===== config.mk =====
export PLATFORM = sky130hd
export DESIGN_NAME = div_sequencer_flat
export DESIGN_NICKNAME = d
export VERILOG_FILES = /design/src/rtl/div_pkg.sv /design/src/rtl/div_if.sv /design/src/rtl/div_step.sv /design/src/rtl/div_sequencer.sv /design/src/flat_wrapper.sv
export SDC_FILE = /design/constraint.sdc
export NUM_CORES = 1
export LEC_CHECK = 0
export BUFFER_PORTS_ARGS = -buffer_cell sky130_fd_sc_hd__clkbuf_2
export CORE_MARGIN = 3
export CORE_UTILIZATION = 35
export CTS_CLUSTER_DIAMETER = 100
export DETAILED_ROUTE_END_ITERATION = 12
export GPL_ROUTABILITY_DRIVEN = 0
export REMOVE_ABC_BUFFERS = 1
export SKIP_CTS_REPAIR_TIMING = 1
export SYNTH_ARGS = -nofsm -noshare
export SYNTH_HDL_FRONTEND = slang
export SYNTH_SLANG_ARGS = --single-unit
export TNS_END_PERCENT = 30

===== constraint.sdc =====
create_clock -name clk -period 8.8 [get_ports clk]
set_input_delay 1.76 -clock clk [delete_from_list [all_inputs] [get_ports clk]]
set_output_delay 1.76 -clock clk [all_outputs]
set_load 0.03 [all_outputs]

===== src/rtl/div_pkg.sv =====
// div_pkg: shared definitions for the RV32M divide sequencer.
//   - op encodings carried on in_op
//   - sequencer state encoding
//   - RISC-V special-case quotient constants
//   - small op-decoding helpers
package div_pkg;

    localparam int DIV_XLEN  = 32;
    localparam int DIV_TAG_W = 5;

    typedef enum logic [1:0] {
        DIV_OP_DIV  = 2'b00,
        DIV_OP_DIVU = 2'b01,
        DIV_OP_REM  = 2'b10,
        DIV_OP_REMU = 2'b11
    } div_op_e;

    typedef enum logic [2:0] {
        ST_IDLE = 3'd0,
        ST_PREP = 3'd1,
        ST_CALC = 3'd2,
        ST_FIX  = 3'd3,
        ST_DONE = 3'd4
    } div_state_e;

    // Quotient returned for divide-by-zero and for signed overflow (MIN / -1).
    localparam logic [DIV_XLEN-1:0] DIV0_QUOT = '1;
    localparam logic [DIV_XLEN-1:0] OVF_QUOT  = 32'h8000_0000;

    function automatic logic op_is_signed(input logic [1:0] op);
        return (op == DIV_OP_DIV) || (op == DIV_OP_REM);
    endfunction

    function automatic logic op_is_rem(input logic [1:0] op);
        return (op == DIV_OP_REM) || (op == DIV_OP_REMU);
    endfunction

endpackage


===== src/rtl/div_if.sv =====
// div_if: request/response bundle between the execute stage and the divide
// sequencer.
//   request : in_valid, in_ready, in_op, in_a, in_b, in_tag
//   control : flush (abort), busy (hazard-unit stall)
//   response: out_valid, out_ready, out_result, out_tag
// master = pipeline side, slave = div_sequencer.
interface div_if
    import div_pkg::*;
#(
    parameter int XLEN  = DIV_XLEN,
    parameter int TAG_W = DIV_TAG_W
);
    logic             in_valid;
    logic             in_ready;
    logic [1:0]       in_op;
    logic [XLEN-1:0]  in_a;
    logic [XLEN-1:0]  in_b;
    logic [TAG_W-1:0] in_tag;
    logic             flush;
    logic             out_valid;
    logic             out_ready;
    logic [XLEN-1:0]  out_result;
    logic [TAG_W-1:0] out_tag;
    logic             busy;

    modport master (
        output in_valid, in_op, in_a, in_b, in_tag, flush, out_ready,
        input  in_ready, out_valid, out_result, out_tag, busy
    );

    modport slave (
        input  in_valid, in_op, in_a, in_b, in_tag, flush, out_ready,
        output in_ready, out_valid, out_result, out_tag, busy
    );
endinterface


===== src/rtl/div_step.sv =====
// div_step: one combinational restoring-division step.
//   rem      : partial remainder from the previous step
//   dvd_bit  : next dividend bit, shifted in at the bottom
//   divisor  : unsigned divisor
//   rem_next : partial remainder after the step
//   q_bit    : quotient bit produced by this step
module div_step #(
    parameter int XLEN = 32
) (
    input  logic [XLEN-1:0] rem,
    input  logic            dvd_bit,
    input  logic [XLEN-1:0] divisor,
    output logic [XLEN-1:0] rem_next,
    output logic            q_bit
);
    // The shift keeps the bit that falls off the top so the compare stays
    // exact even for divisors with the MSB set.
    logic [XLEN:0] shifted;

    always_comb begin
        shifted  = {rem, dvd_bit};
        q_bit    = (shifted >= {1'b0, divisor});
        // The difference is below divisor, so XLEN bits hold it exactly.
        rem_next = q_bit ? (shifted[XLEN-1:0] - divisor) : shifted[XLEN-1:0];
    end
endmodule


===== src/rtl/div_sequencer.sv =====
// div_sequencer: multi-cycle RV32M divider control (DIV, DIVU, REM, REMU).
//   clk, rst_n : clock, asynchronous active-low reset
//   bus        : div_if slave port (request handshake, flush, busy,
//                result handshake)
// Flow: IDLE -accept-> PREP -> CALC (XLEN steps) -> FIX -> DONE -> IDLE.
// Divide-by-zero and signed overflow short-circuit PREP -> DONE.
module div_sequencer
    import div_pkg::*;
#(
    parameter int XLEN  = DIV_XLEN,
    parameter int TAG_W = DIV_TAG_W
) (
    input logic  clk,
    input logic  rst_n,
    div_if.slave bus
);
    localparam int              CNT_W   = $clog2(XLEN);
    localparam logic [XLEN-1:0] MIN_NEG = {1'b1, {(XLEN-1){1'b0}}};

    div_state_e       state;
    logic [1:0]       op;
    logic [XLEN-1:0]  a_q;
    logic [XLEN-1:0]  b_q;
    logic [XLEN-1:0]  dvd;
    logic [XLEN-1:0]  dvs;
    logic [XLEN-1:0]  rem;
    logic [XLEN-1:0]  quot;
    logic [CNT_W-1:0] count;
    logic             neg_q;
    logic             neg_r;

    logic             signed_op;
    logic [XLEN-1:0]  a_abs;
    logic [XLEN-1:0]  b_abs;
    logic [XLEN-1:0]  step_rem;
    logic             step_q;

    // Magnitudes for signed ops; MIN_NEG maps onto itself, which is the
    // correct unsigned magnitude.
    always_comb begin
        signed_op = op_is_signed(op);
        a_abs     = (signed_op && a_q[XLEN-1]) ? -a_q : a_q;
        b_abs     = (signed_op && b_q[XLEN-1]) ? -b_q : b_q;
    end

    div_step #(.XLEN(XLEN)) u_step (
        .rem      (rem),
        .dvd_bit  (dvd[count]),
        .divisor  (dvs),
        .rem_next (step_rem),
        .q_bit    (step_q)
    );

    always_ff @(posedge clk or negedge rst_n) begin
        if (!rst_n) begin
            state          <= ST_IDLE;
            op             <= '0;
            a_q            <= '0;
            b_q            <= '0;
            dvd            <= '0;
            dvs            <= '0;
            rem            <= '0;
            quot           <= '0;
            count          <= '0;
            neg_q          <= 1'b0;
            neg_r          <= 1'b0;
            bus.in_ready   <= 1'b1;
            bus.out_valid  <= 1'b0;
            bus.busy       <= 1'b0;
            bus.out_result <= '0;
            bus.out_tag    <= '0;
        end else if (bus.flush) begin
            // Abort wins over both handshakes; nothing is emitted.
            state         <= ST_IDLE;
            bus.in_ready  <= 1'b1;
            bus.out_valid <= 1'b0;
            bus.busy      <= 1'b0;
        end else begin
            case (state)
                ST_IDLE: begin
                    if (bus.in_valid) begin
                        op           <= bus.in_op;
                        a_q          <= bus.in_a;
                        b_q          <= bus.in_b;
                        bus.out_tag  <= bus.in_tag;
                        state        <= ST_PREP;
                        bus.in_ready <= 1'b0;
                        bus.busy     <= 1'b1;
                    end
                end
                ST_PREP: begin
                    if (b_q == '0) begin
                        quot           <= DIV0_QUOT;
                        rem            <= a_q;
                        bus.out_result <= op_is_rem(op) ? a_q : DIV0_QUOT;
                        bus.out_valid  <= 1'b1;
                        state          <= ST_DONE;
                    end else if (signed_op && (a_q == MIN_NEG) && (b_q == '1)) begin
                        quot           <= OVF_QUOT;
                        rem            <= '0;
                        bus.out_result <= op_is_rem(op) ? '0 : OVF_QUOT;
                        bus.out_valid  <= 1'b1;
                        state          <= ST_DONE;
                    end else begin
                        dvd   <= a_abs;
                        dvs   <= b_abs;
                        neg_q <= signed_op & (a_q[XLEN-1] ^ b_q[XLEN-1]);
                        neg_r <= signed_op & a_q[XLEN-1];
                        count <= CNT_W'(XLEN - 1);
                        rem   <= '0;
                        quot  <= '0;
                        state <= ST_CALC;
                    end
                end
                ST_CALC: begin
                    rem         <= step_rem;
                    quot[count] <= step_q;
                    count       <= count - 1'b1;
                    if (count == '0) begin
                        state <= ST_FIX;
                    end
                end
                ST_FIX: begin
                    // Remainder sign follows the dividend, quotient sign is
                    // the XOR of operand signs.
                    bus.out_result <= op_is_rem(op) ? (neg_r ? -rem : rem)
                                                    : (neg_q ? -quot : quot);
                    bus.out_valid  <= 1'b1;
                    state          <= ST_DONE;
                end
                ST_DONE: begin
                    if (bus.out_ready) begin
                        bus.out_valid <= 1'b0;
                        bus.in_ready  <= 1'b1;
                        bus.busy      <= 1'b0;
                        state         <= ST_IDLE;
                    end
                end
                default: begin
                    state         <= ST_IDLE;
                    bus.in_ready  <= 1'b1;
                    bus.out_valid <= 1'b0;
                    bus.busy      <= 1'b0;
                end
            endcase
        end
    end
endmodule


===== src/flat_wrapper.sv =====
// flat-port wrapper written by rule: the top's interface ports become plain ports
module div_sequencer_flat import div_pkg::*;
#(
    parameter int XLEN  = DIV_XLEN,
    parameter int TAG_W = DIV_TAG_W
)
  (clk, rst_n, bus_in_valid, bus_in_op, bus_in_a, bus_in_b, bus_in_tag, bus_flush, bus_out_ready, bus_in_ready, bus_out_valid, bus_out_result, bus_out_tag, bus_busy);
  div_if #(.XLEN(XLEN), .TAG_W(TAG_W)) bus_i ();
  input logic clk;
  input logic rst_n;
  input wire logic [$bits(bus_i.in_valid)-1:0] bus_in_valid;
  input wire logic [$bits(bus_i.in_op)-1:0] bus_in_op;
  input wire logic [$bits(bus_i.in_a)-1:0] bus_in_a;
  input wire logic [$bits(bus_i.in_b)-1:0] bus_in_b;
  input wire logic [$bits(bus_i.in_tag)-1:0] bus_in_tag;
  input wire logic [$bits(bus_i.flush)-1:0] bus_flush;
  input wire logic [$bits(bus_i.out_ready)-1:0] bus_out_ready;
  output wire logic [$bits(bus_i.in_ready)-1:0] bus_in_ready;
  output wire logic [$bits(bus_i.out_valid)-1:0] bus_out_valid;
  output wire logic [$bits(bus_i.out_result)-1:0] bus_out_result;
  output wire logic [$bits(bus_i.out_tag)-1:0] bus_out_tag;
  output wire logic [$bits(bus_i.busy)-1:0] bus_busy;
  assign bus_i.in_valid = bus_in_valid;
  assign bus_i.in_op = bus_in_op;
  assign bus_i.in_a = bus_in_a;
  assign bus_i.in_b = bus_in_b;
  assign bus_i.in_tag = bus_in_tag;
  assign bus_i.flush = bus_flush;
  assign bus_i.out_ready = bus_out_ready;
  assign bus_in_ready = bus_i.in_ready;
  assign bus_out_valid = bus_i.out_valid;
  assign bus_out_result = bus_i.out_result;
  assign bus_out_tag = bus_i.out_tag;
  assign bus_busy = bus_i.busy;
  div_sequencer #(.XLEN(XLEN), .TAG_W(TAG_W)) u_core (.clk(clk), .rst_n(rst_n), .bus(bus_i));
endmodule

==> results.yml, run 1 <==
status:
  status: "complete, no violations"
global_routing:
  grt-ovfl-total: 0
  grt_max_degree: 120
  grt_pass1_wl_um: 73360
  grt_pass1_vias: 12776
  globalRouteTotalUtil_pct: 19.30
  antenna_found_initial: 0
sta:
  clock.fmax_ghz: 0.2096
  rsz0062_at_grt: "no"
  min_period_ns: 4.770
  tightest_slew_ns: 1.232
  finalClockSkew_ns: 0.01643
  period_share_pct: 54.21
  finalSetupViolations: 0
  finalHoldViolCount: 0
  drv_slew: 0
  setup_tns_ns: 0
  relSlewSlack_pct: 17.84
pwr:
  power.static_leakage_nw: 7.508
  clockPowerShare_pct: 20.4
  p_total_mw: 6.366
  p_int_mw: 3.617
  pwr-share-seq_pct: 32.8
  powerDensity_mw_per_mm2: 358.5
  switching_share_pct: 43.18
  p_switching_mw: 2.749
  peakVddDrop_mv: 0.2193
  comb_power_share_pct: 46.8
route:
  first_pass_iters: 5
  ant_nets: 0
  drc: 0
  post_drt_via_cell_ratio: 5.514
  drt_iter0_markers: 976
  routed-via-count: 13355
  drt-total-wl_um: 46330
  wl_per_cell_um: 19.13
die:
  core-area_mm2: 0.04432
  die_y_um: 218.0
  die-area_mm2: 0.04750
  ios: 116
  die_w_um: 218.0
  rows: 77
  start_util_pct: 35.48
layout:
  fillers: 4456
  area_delta_synth_final_pct: 12.95
  seqCellArea_mm2: 0.006107
  drive_above_1_share_pct: 15.63
  multi_input_area_mm2: 0.008929
  nets: 1927
  diodes: 0
clocking:
  cts_tree: "yes"
  clock_sinks: 244
  clkLatencyLatePin_ns: 0.58
  path_clk_slew_ns: 0.06
  clock_path_buffers: 3
  cts_max_level: 1
  cts_root_buf: "clkbuf_16"
  numCtsBuffers: 30
synth:
  syn_inst: 1773
  synth_top_family_by_area: "compound AO/OA/AOI/OAI gates"
  ys_seq_area_share_pct: 38.84
  yosys-top-cells-count: "dfrtp_1, a21oi_1, nand2_1"
  synth_edf_count: 0
  synth_fa_ha_area_share_pct: 3.390
  synth_mux_area_share_pct: 8.196
  synth-compound-area-share_pct: 22.27
  synth-seq-cells: 244
  synthArstFlopShare_pct: 100.0
  synth.largest_area_cell: "dfrtp_1"
  synth_flop_cell: "dfrtp_1"
  yosysMostFrequentCell: "dfrtp_1"
  synth_top_area_share_pct: 38.67
  yosysWarnings: 0
  ys_types: 75
  yosys.area_share.simple_pct: 14.71
  synth-xor-area-share_pct: 8.021
  synth_area_leaders: "dfrtp_1, mux2_2, a21oi_1"
  synth_area_mm2: 0.01572
  avgSynthCellArea_um2: 8.868
worst_setup_path:
  crit_type: "flip-flop to flip-flop"
  endpoint_kind: "flip-flop"
  critPathLaunchType: "flip-flop"
  critPathSlowestCell: "nor3b_1"
  required_ns: 9.31
  worstPathArrival_ns: 5.28
  path_cells: "nor3b_1 -> a22oi_1 -> and4_1 -> ha_1 -> nor2b_1 -> o2111ai_1 -> a2111oi_0 -> and3b_1 -> o2bb2ai_1 -> a21o_1 -> buf_4 -> and2_1 -> a21oi_1 -> o22a_1"
  path_max_fanout: 44
  critPathMaxStageDelay_ns: 0.94
job:
  cap_violations: 0
place:
  hpwl_um: 33820
  io_buffers: 115
hold_path:
  worstHoldPathType: "flip-flop to flip-flop"
## state kept, by name (all words and copies together), names as in the netlist
name and count:
u_core.state 3, u_core.bus.out_tag 5, u_core.neg_q 1, u_core.op 2
u_core.rem 32, u_core.b_q 32, u_core.dvs 32, u_core.a_q 32
u_core.bus.in_ready 1, u_core.count 5, u_core.quot 32, u_core.dvd 32
u_core.bus.out_result 32, u_core.bus.busy 1, u_core.bus.out_valid 1, u_core.neg_r 1
## cell usage in the layout, fill, tap and decap left out, types with 20 or more instances in the layout
cell type / synthesis / layout
xnor2_1: 69 / 69
o21ai_0: 152 / 152
nor2_1: 142 / 142
xor2_1: 75 / 75
a31oi_1: 27 / 27
o31ai_1: 28 / 28
clkbuf_2: 0 / 114
nand4_1: 20 / 20
inv_1: 58 / 58
clkbuf_16: 0 / 30
mux2i_1: 23 / 23
o22a_1: 31 / 31
nor3_1: 26 / 25
dfrtp_1: 243 / 243
ha_1: 41 / 41
nand2_1: 168 / 166
mux2_2: 78 / 78
a21oi_1: 173 / 173
## power groups by stage
stage	logic (mW)	clock network (mW)	registers (mW)
final	2.98	1.30	2.09
after global routing	3.29	1.38	2.15
after CTS	2.97	1.33	2.08
after detailed placement	2.95	0	2.10
after global placement	2.91	0	2.09
after floorplan	2.19	0	1.99
## critical path, delay by kind of cell (launching register included)
kind / cells / cell delay (ns)
buffers and inverters: 1 / 0.31
AO/OA/AOI/OAI: 7 / 1.53
flip-flops: 1 / 0.49
AND/OR/NAND/NOR: 5 / 2.10
adder cells (fa/ha/maj): 1 / 0.23
## path summary, 6_finish.rpt
kind	from	endpoint	slack, ns	depth (start not counted)
worst max-delay path	u_core.count[2]$_DFFE_PN0P_	u_core.quot[11]$_DFFE_PN0P_	4.03	14
worst min-delay path	u_core.bus.out_result[0]$_DFFE_PN0P_	u_core.bus.out_result[0]$_DFFE_PN0P_	0.47	2
worst max register to register	u_core.count[2]$_DFFE_PN0P_	u_core.quot[11]$_DFFE_PN0P_	4.03	14
worst min register to register	u_core.bus.out_result[0]$_DFFE_PN0P_	u_core.bus.out_result[0]$_DFFE_PN0P_	0.47	2
max in group asynchronous	rst_n	u_core.a_q[27]$_DFFE_PN0P_	5.97	2
min in group asynchronous	rst_n	u_core.bus.out_result[7]$_DFFE_PN0P_	1.27	1
## routing by layer
| layer | wire, um | GRT usage [%] | vias to the layer above | share of wire [%] |
|---|---|---|---|---|
| met5 | 0 | 0 | - | 0 |
| met4 | 1186 | 4.544 | 0 | 2.6 |
| met3 | 2437 | 2.146 | 60 | 5.3 |
| met2 | 21790 | 32.06 | 383 | 47 |
| met1 | 20920 | 27.03 | 6461 | 45 |
| li1 | - | - | 6451 | - |
## metrics by stage
| step | util, % | hold slack, ns | std cells | instance area, um2 | setup slack [ns] |
|---|---|---|---|---|---|
| final | 40.07 | 0.4710 | 2422 | 17760 | 4.030 |
| after global routing | 40.07 | 0.5105 | 2422 | 17760 | 3.739 |
| after CTS | 40.07 | 0.4781 | 2422 | 17760 | 4.152 |
| after detailed placement | 37.73 | 0.4648 | 2369 | 16720 | 4.203 |
| after global placement | 37.73 | 0.4607 | 2369 | 16720 | 4.303 |
| after floorplan | - | 0.4446 | 1643 | 15220 | 3.988 |
## kinds of logic after synthesis
| family | Yosys count |
|---|---|
| mux | 109 |
| fa+ha+maj | 42 |
| flops | 244 |
| buf+inv | 188 |
| compound gates | 558 |
| simple gates | 488 |
| xor+xnor | 144 |
## cell type report
type	instances	share of cell area, %
sequential	244	34.39
multi-input combinational	1341	50.27
inverter	58	1.226
clock buffer	44	4.805
tap	592	4.171
timing repair buffer	134	4.100
clock inverter	9	1.036
(Power assumes the default switching activity.)
==> run 2, diff against run 1 <==
--- a/config.mk
+++ b/config.mk
@@ -5,6 +5,7 @@
 export SDC_FILE = /design/constraint.sdc
 export NUM_CORES = 1
 export LEC_CHECK = 0
+export ABC_AREA = 1
 export BUFFER_PORTS_ARGS = -buffer_cell sky130_fd_sc_hd__clkbuf_2
 export CORE_MARGIN = 3
 export CORE_UTILIZATION = 35
==> constraint.sdc (replaced) <==
create_clock -name clk -period 4.3 [get_ports clk]
set_input_delay 0.86 -clock clk [delete_from_list [all_inputs] [get_ports clk]]
set_output_delay 0.86 -clock clk [all_outputs]
set_load 0.03 [all_outputs]
==> run 2 against run 1 <==
Against the previous run:
- clock-buffer cell count fell by 1
- total power rose to 2.8 times the previous value
- utilization fell by 0.23 points
- die area rose by 15%
- clock power rose by 100%
- setup slack got worse by 3.6 ns
- first-iteration DRC count rose by 110%
- area after synthesis rose by 16%
==> results.yml, run 2 <==
hold_path:
  worstHoldPathType: "input pin to asynchronous set/reset pin"
die:
  ios: 116
  die_y_um: 234.1
  rows: 82
  die-area_mm2: 0.05481
  die_w_um: 234.1
  start_util_pct: 35.86
  core-area_mm2: 0.05079
status:
  status: "complete, no violations"
route:
  wl_per_cell_um: 17.76
  first_pass_iters: 6
  routed-via-count: 18349
  post_drt_via_cell_ratio: 5.343
  drt-total-wl_um: 61000
  drt_iter0_markers: 2071
  ant_nets: 0
  drc: 0
sta:
  finalClockSkew_ns: 0.02888
  min_period_ns: 3.863
  relSlewSlack_pct: 27.91
  fin_ws_ns: 0.4373
  rsz0062_at_grt: "no"
  drv_slew: 0
  period_share_pct: 89.83
  finalSetupViolations: 0
  tightest_slew_ns: 1.081
  clock.fmax_ghz: 0.2589
  finalHoldViolCount: 0
synth:
  synth_edf_count: 0
  synth_flop_cell: "dfrtp_1"
  synth-xor-area-share_pct: 3.607
  synth_area_leaders: "dfrtp_1, nand2_1, nor2_1"
  syn_inst: 2676
  synthArstFlopShare_pct: 100.0
  synth-seq-cells: 244
  yosys-top-cells-count: "nand2_1, nor2_1, inv_1"
  synth_top_family_by_area: "simple AND/OR/NAND/NOR gates"
  synth.largest_area_cell: "dfrtp_1"
  avgSynthCellArea_um2: 6.806
  ys_types: 51
  synth-compound-area-share_pct: 13.97
  yosys.area_share.simple_pct: 34.22
  yosysMostFrequentCell: "nand2_1"
  synth_top_area_share_pct: 33.39
  yosysWarnings: 0
  ys_seq_area_share_pct: 33.53
  synth_area_mm2: 0.01821
  synth_fa_ha_area_share_pct: 2.926
  synth_mux_area_share_pct: 1.484
layout:
  area_delta_synth_final_pct: 11.09
  multi_input_area_mm2: 0.01026
  fillers: 5382
  layout_commonest_cell: "nand2_1"
  seqCellArea_mm2: 0.006107
  drive_above_1_share_pct: 14.27
  diodes: 0
  final_cell_mix: "nand2_1, nor2_1, inv_1"
  final_cells: 3434
  nets: 2858
pwr:
  power.static_leakage_nw: 9.942
  peakVddDrop_mv: 0.4574
  powerDensity_mw_per_mm2: 873.3
place:
  io_buffers: 115
  hpwl_um: 45830
  pre_cts_ws_ns: 0.4807
  dp.cells: 3381
global_routing:
  grt-ovfl-total: 0
  grt_pass1_vias: 17000
  antenna_found_initial: 0
  grt_max_degree: 87
  globalRouteTotalUtil_pct: 21.88
  grt_pass1_wl_um: 95230
worst_setup_path:
  worstPathArrival_ns: 4.34
  crit_start: "u_core.count[0]$_DFFE_PN0P_"
  critPathLaunchType: "flip-flop"
  endpoint_kind: "flip-flop"
  crit_type: "flip-flop to flip-flop"
  reg2reg_from: "u_core.count[0]$_DFFE_PN0P_"
  required_ns: 4.77
  path_max_fanout: 64
clocking:
  cts_root_buf: "clkbuf_16"
  numCtsBuffers: 29
  path_clk_slew_ns: 0.06
  clock_sinks: 244
  clkLatencyLatePin_ns: 0.59
  clock_path_buffers: 3
  cts_max_level: 1
  cts_tree: "yes"
job:
  cap_violations: 0
## run 2: cell types whose count changed after synthesis, sizes merged, moves of 20 or more
| cell | previous run | this run |
|---|---|---|
| nor2 | 142 | 382 |
| o22a | 31 | 0 |
| mux2 | 78 | 24 |
| clkbuf | 105 | 48 |
| inv | 58 | 306 |
| xor2 | 75 | 55 |
| o21ai | 157 | 188 |
| mux2i | 23 | 0 |
| nand3 | 14 | 242 |
| buf | 25 | 64 |
| o31ai | 30 | 2 |
| nand2 | 168 | 702 |
| xnor2 | 69 | 20 |
## run 2: logic make-up after synthesis
kind of cell | count (synthesis)
buf+inv | 422
fa+ha+maj | 42
simple gates | 1433
flops | 244
mux | 24
xor+xnor | 75
compound gates | 436
## run 2: per-stage QoR
stage / hold WS, ns / instance area (um2) / util (%) / total power [mW] / TNS [ns]
2_1_floorplan: 0.4556 / 17510 / - / 11.67 / -34.39
3_3_place_gp: 0.4589 / 19230 / 37.87 / 14.70 / 0
4_1_cts: 0.2805 / 20230 / 39.84 / 17.55 / 0
6_report: 0.2662 / 20230 / 39.84 / 17.67 / 0
3_5_place_dp: 0.4583 / 19230 / 37.87 / 14.86 / 0
5_1_grt: 0.3047 / 20230 / 39.84 / 19.13 / 0
## run 2: routing by layer
layer | GRT usage [%] | up-vias | share of wire, %
met2 | 33.85 | 837 | 43
met1 | 31.19 | 8595 | 45
met4 | 6.446 | 0 | 3.4
li1 | - | 8779 | -
met3 | 3.912 | 138 | 8.8
met5 | 0 | - | 0
## run 2: power breakdown
group | leakage [nW] | internal (mW) | total, mW | switching (mW)
Clock | 0.499 | 1.57 | 2.61 | 1.05
Combinational | 6.49 | 3.46 | 10.4 | 6.89
Sequential | 2.95 | 3.31 | 4.70 | 1.39
Total | 9.94 | 8.34 | 17.7 | 9.33
## run 2: worst paths after layout
kind	endpoint	slack (ns)	cells past startpoint
worst max-delay path	u_core.quot[23]$_DFFE_PN0P_	0.44	20
worst min-delay path	u_core.bus.out_result[27]$_DFFE_PN0P_	0.27	1
worst min register to register	u_core.bus.out_valid$_DFFE_PN0P_	0.47	2
min in group clk	u_core.bus.out_valid$_DFFE_PN0P_	0.47	2
max in group asynchronous	u_core.b_q[21]$_DFFE_PN0P_	3.06	2
worst max register to register	u_core.quot[23]$_DFFE_PN0P_	0.44	20
## run 2: worst max-delay path: stages, from the launching register on
cell and delay (ns):
dfrtp_1 0.69, inv_1 0.36, o21ai_0 0.24, o21ai_0 0.10
nand2_1 0.07, nand2_1 0.05, inv_1 0.05, nand2_1 0.04
nor2_1 0.30, ha_1 0.32, nand2_1 0.08, nor2_1 0.04
nand2_1 0.07, nor2_1 0.04, nand2_1 0.05, nand2_1 0.07
a21oi_2 0.23, nand2_4 0.44, nand3_1 0.23, nand2_1 0.08
o21a_1 0.17
## run 2: cell type report
class	count	area share [%]
Tap cell	672	4.155
Timing Repair Buffer	145	4.254
Inverter	310	5.751
Clock buffer	43	4.291
Sequential cell	244	30.18
Multi-Input combinational cell	2010	50.71
Clock inverter	10	0.6555
